--- src/rtl/keep_press_pkg.sv ---
// rtl/keep_press_pkg.sv - shared state encoding and 10 Hz timing defaults for keep_press_multi
package keep_press_pkg;

    typedef enum logic [1:0] {
        ST_IDLE  = 2'd0,
        ST_PRESS = 2'd1,
        ST_HELD  = 2'd2
    } kp_state_t;

    // Tick counts at the 10 Hz system tick
    localparam int DEF_DEB_CYC  = 2;
    localparam int DEF_LONG_CYC = 10;
    localparam int DEF_REP_CYC  = 3;

endpackage

--- src/rtl/btn_channel.sv ---
// rtl/btn_channel.sv - one pushbutton: sync, debounce, short/long classification, auto-repeat
module btn_channel
    import keep_press_pkg::*;
#(
    parameter int DEB_CYC  = DEF_DEB_CYC,
    parameter int LONG_CYC = DEF_LONG_CYC,
    parameter int REP_CYC  = DEF_REP_CYC,
    parameter int CNT_W    = 8
) (
    input  logic clk10hz,
    input  logic rst_n,
    input  logic pb,
    input  logic repEn,
    output logic pressed,
    output logic shortPulse,
    output logic isKP,
    output logic repPulse
);

    localparam int DEB_W = (DEB_CYC > 1) ? $clog2(DEB_CYC) : 1;
    localparam logic [DEB_W-1:0] DEB_LAST  = DEB_W'(DEB_CYC - 1);
    localparam logic [CNT_W-1:0] LONG_LAST = CNT_W'(LONG_CYC - 1);
    localparam logic [CNT_W-1:0] REP_LAST  = CNT_W'(REP_CYC - 1);

    logic [1:0]       sync_q;
    logic             raw;
    logic             deb_q, deb_n;
    logic [DEB_W-1:0] deb_cnt_q, deb_cnt_n;
    logic             rise, fall;
    kp_state_t        state_q, state_n;
    logic [CNT_W-1:0] cnt_q, cnt_n;
    logic             short_q, short_n;
    logic             kp_q, kp_n;
    logic             rep_q, rep_n;

    // Synchroniser idles at 1 so a reset never looks like a press
    always_ff @(posedge clk10hz or negedge rst_n) begin
        if (!rst_n) begin
            sync_q <= 2'b11;
        end else begin
            sync_q <= {sync_q[0], pb};
        end
    end

    assign raw = ~sync_q[1];

    always_comb begin
        deb_n     = deb_q;
        deb_cnt_n = '0;
        if (raw != deb_q) begin
            if (deb_cnt_q == DEB_LAST) begin
                deb_n = ~deb_q;
            end else begin
                deb_cnt_n = deb_cnt_q + 1'b1;
            end
        end
    end

    // The FSM follows the next debounced level so its outputs move on the same edge as pressed
    assign rise = deb_n & ~deb_q;
    assign fall = ~deb_n & deb_q;

    always_comb begin
        state_n = state_q;
        cnt_n   = cnt_q;
        short_n = 1'b0;
        kp_n    = 1'b0;
        rep_n   = 1'b0;
        case (state_q)
            ST_IDLE: begin
                if (rise) begin
                    state_n = ST_PRESS;
                    cnt_n   = '0;
                end
            end
            ST_PRESS: begin
                if (fall) begin
                    state_n = ST_IDLE;
                    short_n = 1'b1;
                    cnt_n   = '0;
                end else if (cnt_q == LONG_LAST) begin
                    state_n = ST_HELD;
                    kp_n    = 1'b1;
                    cnt_n   = '0;
                end else begin
                    cnt_n = cnt_q + 1'b1;
                end
            end
            ST_HELD: begin
                if (fall) begin
                    state_n = ST_IDLE;
                    cnt_n   = '0;
                end else begin
                    kp_n = 1'b1;
                    if (!repEn) begin
                        cnt_n = '0;
                    end else if (cnt_q == REP_LAST) begin
                        rep_n = 1'b1;
                        cnt_n = '0;
                    end else begin
                        cnt_n = cnt_q + 1'b1;
                    end
                end
            end
            default: begin
                state_n = ST_IDLE;
                cnt_n   = '0;
            end
        endcase
    end

    always_ff @(posedge clk10hz or negedge rst_n) begin
        if (!rst_n) begin
            deb_q     <= 1'b0;
            deb_cnt_q <= '0;
            state_q   <= ST_IDLE;
            cnt_q     <= '0;
            short_q   <= 1'b0;
            kp_q      <= 1'b0;
            rep_q     <= 1'b0;
        end else begin
            deb_q     <= deb_n;
            deb_cnt_q <= deb_cnt_n;
            state_q   <= state_n;
            cnt_q     <= cnt_n;
            short_q   <= short_n;
            kp_q      <= kp_n;
            rep_q     <= rep_n;
        end
    end

    assign pressed    = deb_q;
    assign shortPulse = short_q;
    assign isKP       = kp_q;
    assign repPulse   = rep_q;

endmodule

--- src/rtl/keep_press_multi.sv ---
// rtl/keep_press_multi.sv - N independent long-press detectors with auto-repeat
module keep_press_multi
    import keep_press_pkg::*;
#(
    parameter int N_BTN    = 4,
    parameter int DEB_CYC  = DEF_DEB_CYC,
    parameter int LONG_CYC = DEF_LONG_CYC,
    parameter int REP_CYC  = DEF_REP_CYC,
    parameter int CNT_W    = 8
) (
    input  logic             clk10hz,
    input  logic             rst_n,
    input  logic [N_BTN-1:0] pb,
    input  logic [N_BTN-1:0] repEn,
    output logic [N_BTN-1:0] pressed,
    output logic [N_BTN-1:0] shortPulse,
    output logic [N_BTN-1:0] isKP,
    output logic [N_BTN-1:0] repPulse
);

    for (genvar i = 0; i < N_BTN; i++) begin : g_ch
        btn_channel #(
            .DEB_CYC (DEB_CYC),
            .LONG_CYC(LONG_CYC),
            .REP_CYC (REP_CYC),
            .CNT_W   (CNT_W)
        ) u_ch (
            .clk10hz   (clk10hz),
            .rst_n     (rst_n),
            .pb        (pb[i]),
            .repEn     (repEn[i]),
            .pressed   (pressed[i]),
            .shortPulse(shortPulse[i]),
            .isKP      (isKP[i]),
            .repPulse  (repPulse[i])
        );
    end

endmodule

--- config.mk ---
export PLATFORM = sky130hd
export DESIGN_NAME = keep_press_multi
export DESIGN_NICKNAME = d
export VERILOG_FILES = /design/src/rtl/keep_press_pkg.sv /design/src/rtl/btn_channel.sv /design/src/rtl/keep_press_multi.sv
export SDC_FILE = /design/constraint.sdc
export NUM_CORES = 1
export LEC_CHECK = 0
export BUFFER_PORTS_ARGS = -buffer_cell sky130_fd_sc_hd__buf_2
export CELL_PAD_IN_SITES_DETAIL_PLACEMENT = 1
export CELL_PAD_IN_SITES_GLOBAL_PLACEMENT = 1
export CORE_UTILIZATION = 32
export DETAILED_ROUTE_END_ITERATION = 8
export PLACE_DENSITY = 0.59
export SETUP_SLACK_MARGIN = 0.02
export SYNTH_ARGS = -nofsm -noshare
export SYNTH_HDL_FRONTEND = slang
export SYNTH_SLANG_ARGS = --single-unit
--- constraint.sdc ---
create_clock -name clk10hz -period 1.9 [get_ports clk10hz]
set_input_delay 0.285 -clock clk10hz [delete_from_list [all_inputs] [get_ports clk10hz]]
set_output_delay 0.285 -clock clk10hz [all_outputs]
set_load 0.01 [all_outputs]
# Yosys cells after proc, flatten, opt, wreduce, memory -nomap -nowiden
# Cells that the tools add are included.
# totals
reg_bits	68
latchBits	0
ram_bits	0
mem_bits_ro	0
in_bits	10
out_inout_bits	16
elab_cells	204
memories	0
# classes
addsub	8
multipliers	0
n_div	0
n_lt_le_gt_ge	0
eq_ne	32
shift	0
n_mux	104
bitwise_logic	20
reduce_logical	8
# op_table
operator	count
8-bit 2-to-1 mux	24
8-bit one-hot mux with 3 select lines	4
1-bit 2-to-1 mux	52
8-bit by 1-bit adder with 8-bit output, second input constant	4
8-bit by 2-bit equality test with 1-bit output, second input constant	4
8-bit by 4-bit equality test with 1-bit output, second input constant	4
2-bit 2-to-1 mux	16
2-bit one-hot mux with 3 select lines	4
2-bit by 1-bit != test with 1-bit output, second input constant	8
3-bit by 1-bit != test with 1-bit output, second input constant	4
1-bit inverter	12
3-bit AND reduction	4
1-bit AND	8
2-bit by 1-bit equality test with 1-bit output, second input constant	4
2-bit equality test, second input constant	4
2-bit logical NOT	4
1-bit one-hot mux with 2 select lines	4
1-bit adder, second input constant	4
1-bit != test	4

# Longest topological paths before layout
# Gate-level depths: netlist of the first run.
# depth
ltp_word	7
mapped_depth	7
mapped_depth_nobuf	7

# By module
# From an unflattened synthesis of the first run, not the netlist that was laid out.
# unflattened
cells_unflattened	364
hier_area_um2	3656.0
# modules_own_cells
mod	n_inst	cells_each	area_per_inst_um2	seq_area_each_um2
btn_channel at g_ch[0].u_ch ...	3	91	918.4	427.9
btn_channel at g_ch[3].u_ch	1	91	900.9	427.9

# Worst setup path after synthesis of the first run
# No wires, ideal clock.
# synth_timing
path_kind	register -> register
from	register g_ch[3].u_ch.cnt_q[2]
to	register g_ch[3].u_ch.cnt_q[5]
setup_time_ns	0.135
arrival_ns	1.479
required_ns	1.765
path_slack_ns	0.286
stages_incl_launch_ff	6
path_buffers	0
synth_period_minus_slack_ns	1.614
cell_sequence	dfrtp_1 or3_1 nor4_4 o22ai_2 nand3b_1 o311ai_1
# synth_via
elab_chain_cells	5
elab_cells_between_ends	9
cone_classes	add/sub: 1; eq/ne: 2; mux: 6
# synth_rtl
item	line_no	text
from (decl)	btn_channel.sv:31	logic [CNT_W-1:0] cnt_q, cnt_n;
from (signal assigned)	btn_channel.sv:125	cnt_q <= cnt_n;
8-bit by 1-bit adder with 8-bit output / 8-bit by 2-bit equality test with 1-bit output (equally long branches)	btn_channel.sv:86, btn_channel.sv:101, btn_channel.sv:97	
8-bit 2-to-1 mux	btn_channel.sv:97	end else if (cnt_q == REP_LAST) begin
8-bit 2-to-1 mux	btn_channel.sv:95	if (!repEn) begin
8-bit 2-to-1 mux	btn_channel.sv:90	if (fall) begin
8-bit one-hot mux with 3 select lines (*)	btn_channel.sv:69	case (state_q)
# Mark *: on every way between the ends. The rest lies on a longest branch, timed or not.
# A chain may end at the register's enable or synchronous reset.

# Worst setup path after layout of the first run
# layout_timing
from	register g_ch[1].u_ch.cnt_q[2]
to	register g_ch[1].u_ch.cnt_q[7]
# layout_via
elab_chain_cells	5
elab_cells_between_ends	9
cone_classes	add/sub: 1; eq/ne: 2; mux: 6
# layout_rtl
item	line_no
from (decl)	btn_channel.sv:31
from (signal assigned)	btn_channel.sv:125
8-bit by 1-bit adder with 8-bit output / 8-bit by 2-bit equality test with 1-bit output (equally long branches)	btn_channel.sv:86, btn_channel.sv:101, btn_channel.sv:97
8-bit 2-to-1 mux	btn_channel.sv:97
8-bit 2-to-1 mux	btn_channel.sv:95
8-bit 2-to-1 mux	btn_channel.sv:90
8-bit one-hot mux with 3 select lines (*)	btn_channel.sv:69
# Marks and branches as above.

==> impl_metrics.yaml, run 1 <==
timing:
  tightestPinTransition_ns: 0.524
  fmax_ghz: 0.565
  drv_slew: 0
  clock_skew_ns: 0.00677
  fin_ws_ns: 0.129
  setup_tns_ns: 0
  relSlewSlack: 0.650
  period_needed_ns: 1.77
  finalSetupViolCount: 0
  rsz0062_at_grt: "true"
  hold_violations: 0
  min_period_over_period: 0.932
run:
  max_cap_viol_count: 0
route:
  vias: 2723
  via_per_inst: 4.95
  drtIter0Drc: 69
  drtAntennaViolNets: 0
  dr.pass1.iters: 4
  routedWlPerCell_um: 14.4
  wl_um: 7890
  drc: 0
floorplan:
  io_pins: 26
  rows: 38
  initial_core_util: 0.334
  die_width_um: 109
  dieArea_um2: 12000
  core_um2: 11000
  die_h_um: 109
clock_network:
  h-tree-depth: 3
  clock_latency_ns: 0.33
  clk_pin_slew_worst_paths_ns: 0.06
  numCtsBuffers: 9
  cts.sinks: 68
  cts_buffer_depth: 2
  cts_tree: "yes"
  clockRootBuffer: "clkbuf_16"
final_layout:
  drive_above_1_share: 0.171
  diodes: 0
  final_nets: 439
  post-route-util: 0.384
  fillers: 1266
  syn_to_final_growth_pct: 14.8
critical_path:
  critical_path.max_fanout: 6
  worstPathArrival_ns: 1.97
  end_kind: "register"
  critPathKind: "reg -> reg"
  cp-start-kind: "register"
  cp.required_ns: 2.10
synth:
  ys_ff_latch: 68
  synth_cell_types: 45
  synth-warning-count: 0
  netlist_area_um2: 3690
  seq_area_frac_synth: 0.464
  avgSynthCellArea_um2: 9.63
  synth_nets: 417
  synthCells: 383
grt:
  grt_max_degree: 30
  track_usage: 0.151
  grt_pass1_vias: 2876
  grt_pass1_wl_um: 13700
  overflow: 0
  grt_antenna_before_repair: 0
pwr:
  powerDensity_nw_per_um2: 1300
  p_leak_nw: 1.80
  finalPower_mw: 5.51
  ir_worst_vdd_v: 0.000476
worst_hold_path:
  min_path_type: "in -> reg"
place:
  hpwl_um: 5720
  post-place-ws_ns: 0.121
  io_buffers: 25
  gp_congestion: 0.774
outcome:
  run_status: "complete, no violations"
metal layers:
layer / GRT usage / up-vias / routed length, um
li1: - / 1353 / -
met1: 0.190 / 1335 / 3840
met2: 0.244 / 26 / 3680
met3: 0.0397 / 9 / 228
met4: 0.0629 / 0 / 146
met5: 0 / - / 0
final cells by class:
type	instances	area (um2)	share of cell area
Clock buffer	14	264	0.0624
Timing Repair Buffer	32	205	0.0485
Tap cell	140	175	0.0414
Clock inverter	2	10.0	0.00237
Inverter	38	143	0.0337
Multi-Input combinational cell	256	1720	0.407
Sequential cell	68	1710	0.404
metrics by stage:
| stage | hold WS, ns | cells | area, um2 |
|---|---|---|---|
| finish | 0.0470 | 550 | 4230 |
| global route | 0.0292 | 550 | 4230 |
| CTS | 0.0337 | 550 | 4200 |
| detailed placement | 0.299 | 533 | 3920 |
| global placement | 0.291 | 533 | 3920 |
| floorplan | -0.0106 | 383 | 3690 |
synth_stat cells, drive strengths merged:
master   number  area share
nand4bb       1      0.0031
o31ai         4      0.0081
nand2        52       0.053
ha           24       0.081
mux2          1      0.0031
nand2b       10       0.017
xor2          4      0.0095
and3          2      0.0034
o21a          4      0.0081
clkbuf        4      0.0041
nor4b         1      0.0041
nor2b         4      0.0068
nor3          7      0.0095
a21boi        4      0.0081
inv          38       0.039
a21oi         6      0.0081
nand3        23       0.033
nand3b        3      0.0071
nor2         21       0.021
dfstp         8       0.057
nand4         5      0.0085
nor4          5       0.022
or3           6       0.013
and2          1      0.0017
o21ai        24       0.034
o311ai        5       0.017
or2           3      0.0051
a31oi        13       0.022
mux2i         8       0.022
buf          17       0.034
o22a          3      0.0071
o22ai        11       0.022
dfrtp        60        0.41
o211ai        1      0.0020
critical path, cell delays in order (launching register included):
cell and delay (ns):
dfrtp_1 0.41, or3_4 0.43, nor4_2 0.35, o22ai_4 0.16, nand3b_2 0.18, o311ai_1 0.11
state kept, by name, summed over array words and instances, names as in the netlist:
register	count
g_ch.u_ch.cnt_q	32
g_ch.u_ch.deb_cnt_q	4
g_ch.u_ch.isKP	4
g_ch.u_ch.pressed	4
g_ch.u_ch.repPulse	4
g_ch.u_ch.shortPulse	4
g_ch.u_ch.state_q	8
g_ch.u_ch.sync_q	8
cells in the final DEF (no fill, tap or decap), types with 4 or more instances in the layout:
| master | n |
|---|---|
| nand2_1 | 52 |
| nand4_1 | 5 |
| dfrtp_1 | 60 |
| o21ai_1 | 18 |
| a31oi_1 | 13 |
| nand2b_1 | 10 |
| nor2_1 | 21 |
| inv_1 | 38 |
| clkbuf_16 | 9 |
| buf_4 | 4 |
| ha_1 | 24 |
| nand3_1 | 22 |
| nor3_1 | 7 |
| nor4_4 | 4 |
| a21oi_1 | 6 |
| o21a_1 | 4 |
| buf_2 | 25 |
| o311ai_1 | 4 |
| o21ai_0 | 4 |
| nor2b_1 | 4 |
| mux2i_1 | 8 |
| or3_1 | 4 |
| xor2_1 | 4 |
| o31ai_1 | 4 |
| o22ai_1 | 9 |
| dfstp_2 | 8 |
final timing paths:
kind / cells after the start / slack, ns / startpoint / end
min: 1 / 0.05 / pb[0] / g_ch[0].u_ch.sync_q[0]$_DFF_PN1_
min reg2reg: 0 / 0.36 / g_ch[0].u_ch.sync_q[0]$_DFF_PN1_ / g_ch[0].u_ch.sync_q[1]$_DFF_PN1_
max reg2reg: 5 / 0.13 / g_ch[1].u_ch.cnt_q[2]$_DFFE_PN0P_ / g_ch[1].u_ch.cnt_q[7]$_DFFE_PN0P_
min in group asynchronous: 2 / 0.46 / rst_n / g_ch[0].u_ch.pressed$_DFF_PN0_
max: 5 / 0.13 / g_ch[1].u_ch.cnt_q[2]$_DFFE_PN0P_ / g_ch[1].u_ch.cnt_q[7]$_DFFE_PN0P_
max in group asynchronous: 3 / 0.83 / rst_n / g_ch[2].u_ch.sync_q[1]$_DFF_PN1_
power breakdown:
| part | internal, mW | switching (mW) |
|---|---|---|
| clock network | 0.951 | 0.604 |
| registers | 1.70 | 0.210 |
| logic | 0.776 | 1.28 |
| total | 3.42 | 2.09 |
logic make-up after synthesis:
logic type	count (synthesis)	share of synthesized area
AND/OR/NAND/NOR	144	0.208
AO/OA/AOI/OAI	75	0.136
flip-flops	68	0.464
buffers and inverters	59	0.0763
adder cells (fa/ha/maj)	24	0.0814
multiplexers	9	0.0248
XOR/XNOR	4	0.00950
repair_timing:
action,CTS,global route
gates resized for setup,0,4
setup endpoints to repair,0,13
endpoints found under the hold margin,13,0
hold buffers,1,0
setup buffers,0,0
(Power assumes the default switching activity.)
==> run 2, diff against run 1 <==
==> constraint.sdc (replaced) <==
create_clock -name clk10hz -period 2.2 [get_ports clk10hz]
set_input_delay 0.33 -clock clk10hz [delete_from_list [all_inputs] [get_ports clk10hz]]
set_output_delay 0.33 -clock clk10hz [all_outputs]
set_load 0.01 [all_outputs]
==> impl_metrics.yaml, run 2 (synthesis results as in run 1) <==
outcome:
  run_status: "complete, no violations"
route:
  dr.pass1.iters: 4
  wl_um: 7680
  drtAntennaViolNets: 0
  routedWlPerCell_um: 14.1
  vias: 2686
  via_per_inst: 4.94
  drtIter0Drc: 88
  drc: 0
floorplan:
  initial_core_util: 0.334
  die_h_um: 109
  core_um2: 11000
  die_width_um: 109
  rows: 38
  io_pins: 26
  dieArea_um2: 12000
final_layout:
  diodes: 0
  final_cell_mix: "dfrtp_1 (60), nand2_1 (52), inv_1 (38), buf_2 (25), ha_1 (24)"
  final_nets: 434
  fillers: 1272
  final_common_cell: "dfrtp_1"
  drive_above_1_share: 0.158
  syn_to_final_growth_pct: 12.9
  seqCellArea_um2: 1710
  largest_reg_flops: 32
  multi_input_area_um2: 1690
  final_cells: 544
  top_regs: "g_ch.u_ch.cnt_q (32), g_ch.u_ch.state_q (8), g_ch.u_ch.sync_q (8)"
  regMostFlops: "g_ch.u_ch.cnt_q"
grt:
  grt_antenna_before_repair: 0
  use_met3: 0.0462
  track_usage: 0.147
  grt_pass1_wl_um: 13300
  use_met1: 0.178
  met2_usage: 0.239
  busiest_layer: "met2"
  grt_pass1_vias: 2839
  grt_max_degree: 69
  overflow: 0
pwr:
  ir_worst_vdd_v: 0.000499
  finalPower_mw: 4.76
  powerDensity_nw_per_um2: 1140
  p_leak_nw: 1.77
clock_network:
  clock_latency_ns: 0.34
  cts.sinks: 68
  clockRootBuffer: "clkbuf_16"
  h-tree-depth: 3
  cts_buffer_depth: 2
  cts_setup_buffers: 0
  cts_tree: "yes"
  ctsResizeCount: 0
  ctsHoldBuffers: 0
  clk_pin_slew_worst_paths_ns: 0.06
  numCtsBuffers: 9
critical_path:
  worstPathArrival_ns: 2.01
  critical_path.max_fanout: 5
  ff2ff_setup_slack_ns: 0.41
  reg2reg_from: "g_ch[0].u_ch.cnt_q[2]$_DFFE_PN0P_"
  critPathKind: "reg -> reg"
  cp-start-kind: "register"
  end_kind: "register"
  ff2ff_path_depth: 5
  r2r_end: "g_ch[0].u_ch.cnt_q[4]$_DFFE_PN0P_"
  cp.required_ns: 2.42
place:
  hpwl_um: 5390
  io_buffers: 25
  gp_congestion: 0.771
  dp.cells: 529
timing:
  hold_violations: 0
  relSlewSlack: 0.654
  clock_skew_ns: 0.00990
  setup_tns_ns: 0
  fmax_ghz: 0.557
  min_period_over_period: 0.815
  tightestPinTransition_ns: 0.519
  rsz0062_at_grt: "false"
  drv_slew: 0
  finalSetupViolCount: 0
  period_needed_ns: 1.79
worst_hold_path:
  min_path_type: "in -> async"
run:
  max_cap_viol_count: 0
run 2: final cells by class:
type | count | area share
multi-input combinational | 256 | 0.407
clock inverter | 2 | 0.00842
clock buffer | 13 | 0.0601
inverter | 38 | 0.0343
sequential | 68 | 0.411
timing repair buffer | 27 | 0.0367
tap | 140 | 0.0421
run 2: routing by layer:
metal / vias to the layer above / routed length, um / part of all wire
met5: - / 0 / 0
met4: 0 / 129 / 0.017
met3: 11 / 256 / 0.033
met2: 27 / 3610 / 0.47
met1: 1312 / 3680 / 0.48
li1: 1336 / - / -
run 2: where the power goes:
group	switching [mW]	internal, mW	total [mW]
combinational	1.05	0.622	1.67
clock	0.528	0.901	1.43
sequential	0.204	1.46	1.67
total	1.78	2.99	4.76
run 2: worst max-delay path: stages (launching register included):
cell      delay [ns]
dfrtp_1         0.41
or3_4           0.43
o311ai_4        0.34
o21ai_2         0.15
a31oi_1         0.22
o22ai_1         0.12
run 2: how the worst max path moves through the flow:
stage,start,endpoint,cells past startpoint
finish,g_ch[0].u_ch.cnt_q[2]$_DFFE_PN0P_,g_ch[0].u_ch.cnt_q[4]$_DFFE_PN0P_,5
detailed placement,g_ch[0].u_ch.cnt_q[2]$_DFFE_PN0P_,g_ch[0].u_ch.cnt_q[7]$_DFFE_PN0P_,5
global route,g_ch[3].u_ch.cnt_q[5]$_DFFE_PN0P_,g_ch[3].u_ch.cnt_q[5]$_DFFE_PN0P_,5
floorplan,g_ch[3].u_ch.cnt_q[2]$_DFFE_PN0P_,g_ch[3].u_ch.cnt_q[5]$_DFFE_PN0P_,5
global placement,g_ch[3].u_ch.cnt_q[5]$_DFFE_PN0P_,g_ch[3].u_ch.cnt_q[2]$_DFFE_PN0P_,5
CTS,g_ch[2].u_ch.cnt_q[5]$_DFFE_PN0P_,g_ch[2].u_ch.cnt_q[4]$_DFFE_PN0P_,5
run 2: stage by stage:
step	util	hold WS (ns)	instance area, um2	worst slack, ns
2_1_floorplan	-	0.0344	3690	0.586
3_3_place_gp	0.351	0.349	3880	0.437
3_5_place_dp	0.351	0.349	3880	0.421
4_1_cts	0.377	0.0215	4160	0.397
5_1_grt	0.377	0.0373	4160	0.274
6_report	0.377	0.00383	4160	0.406
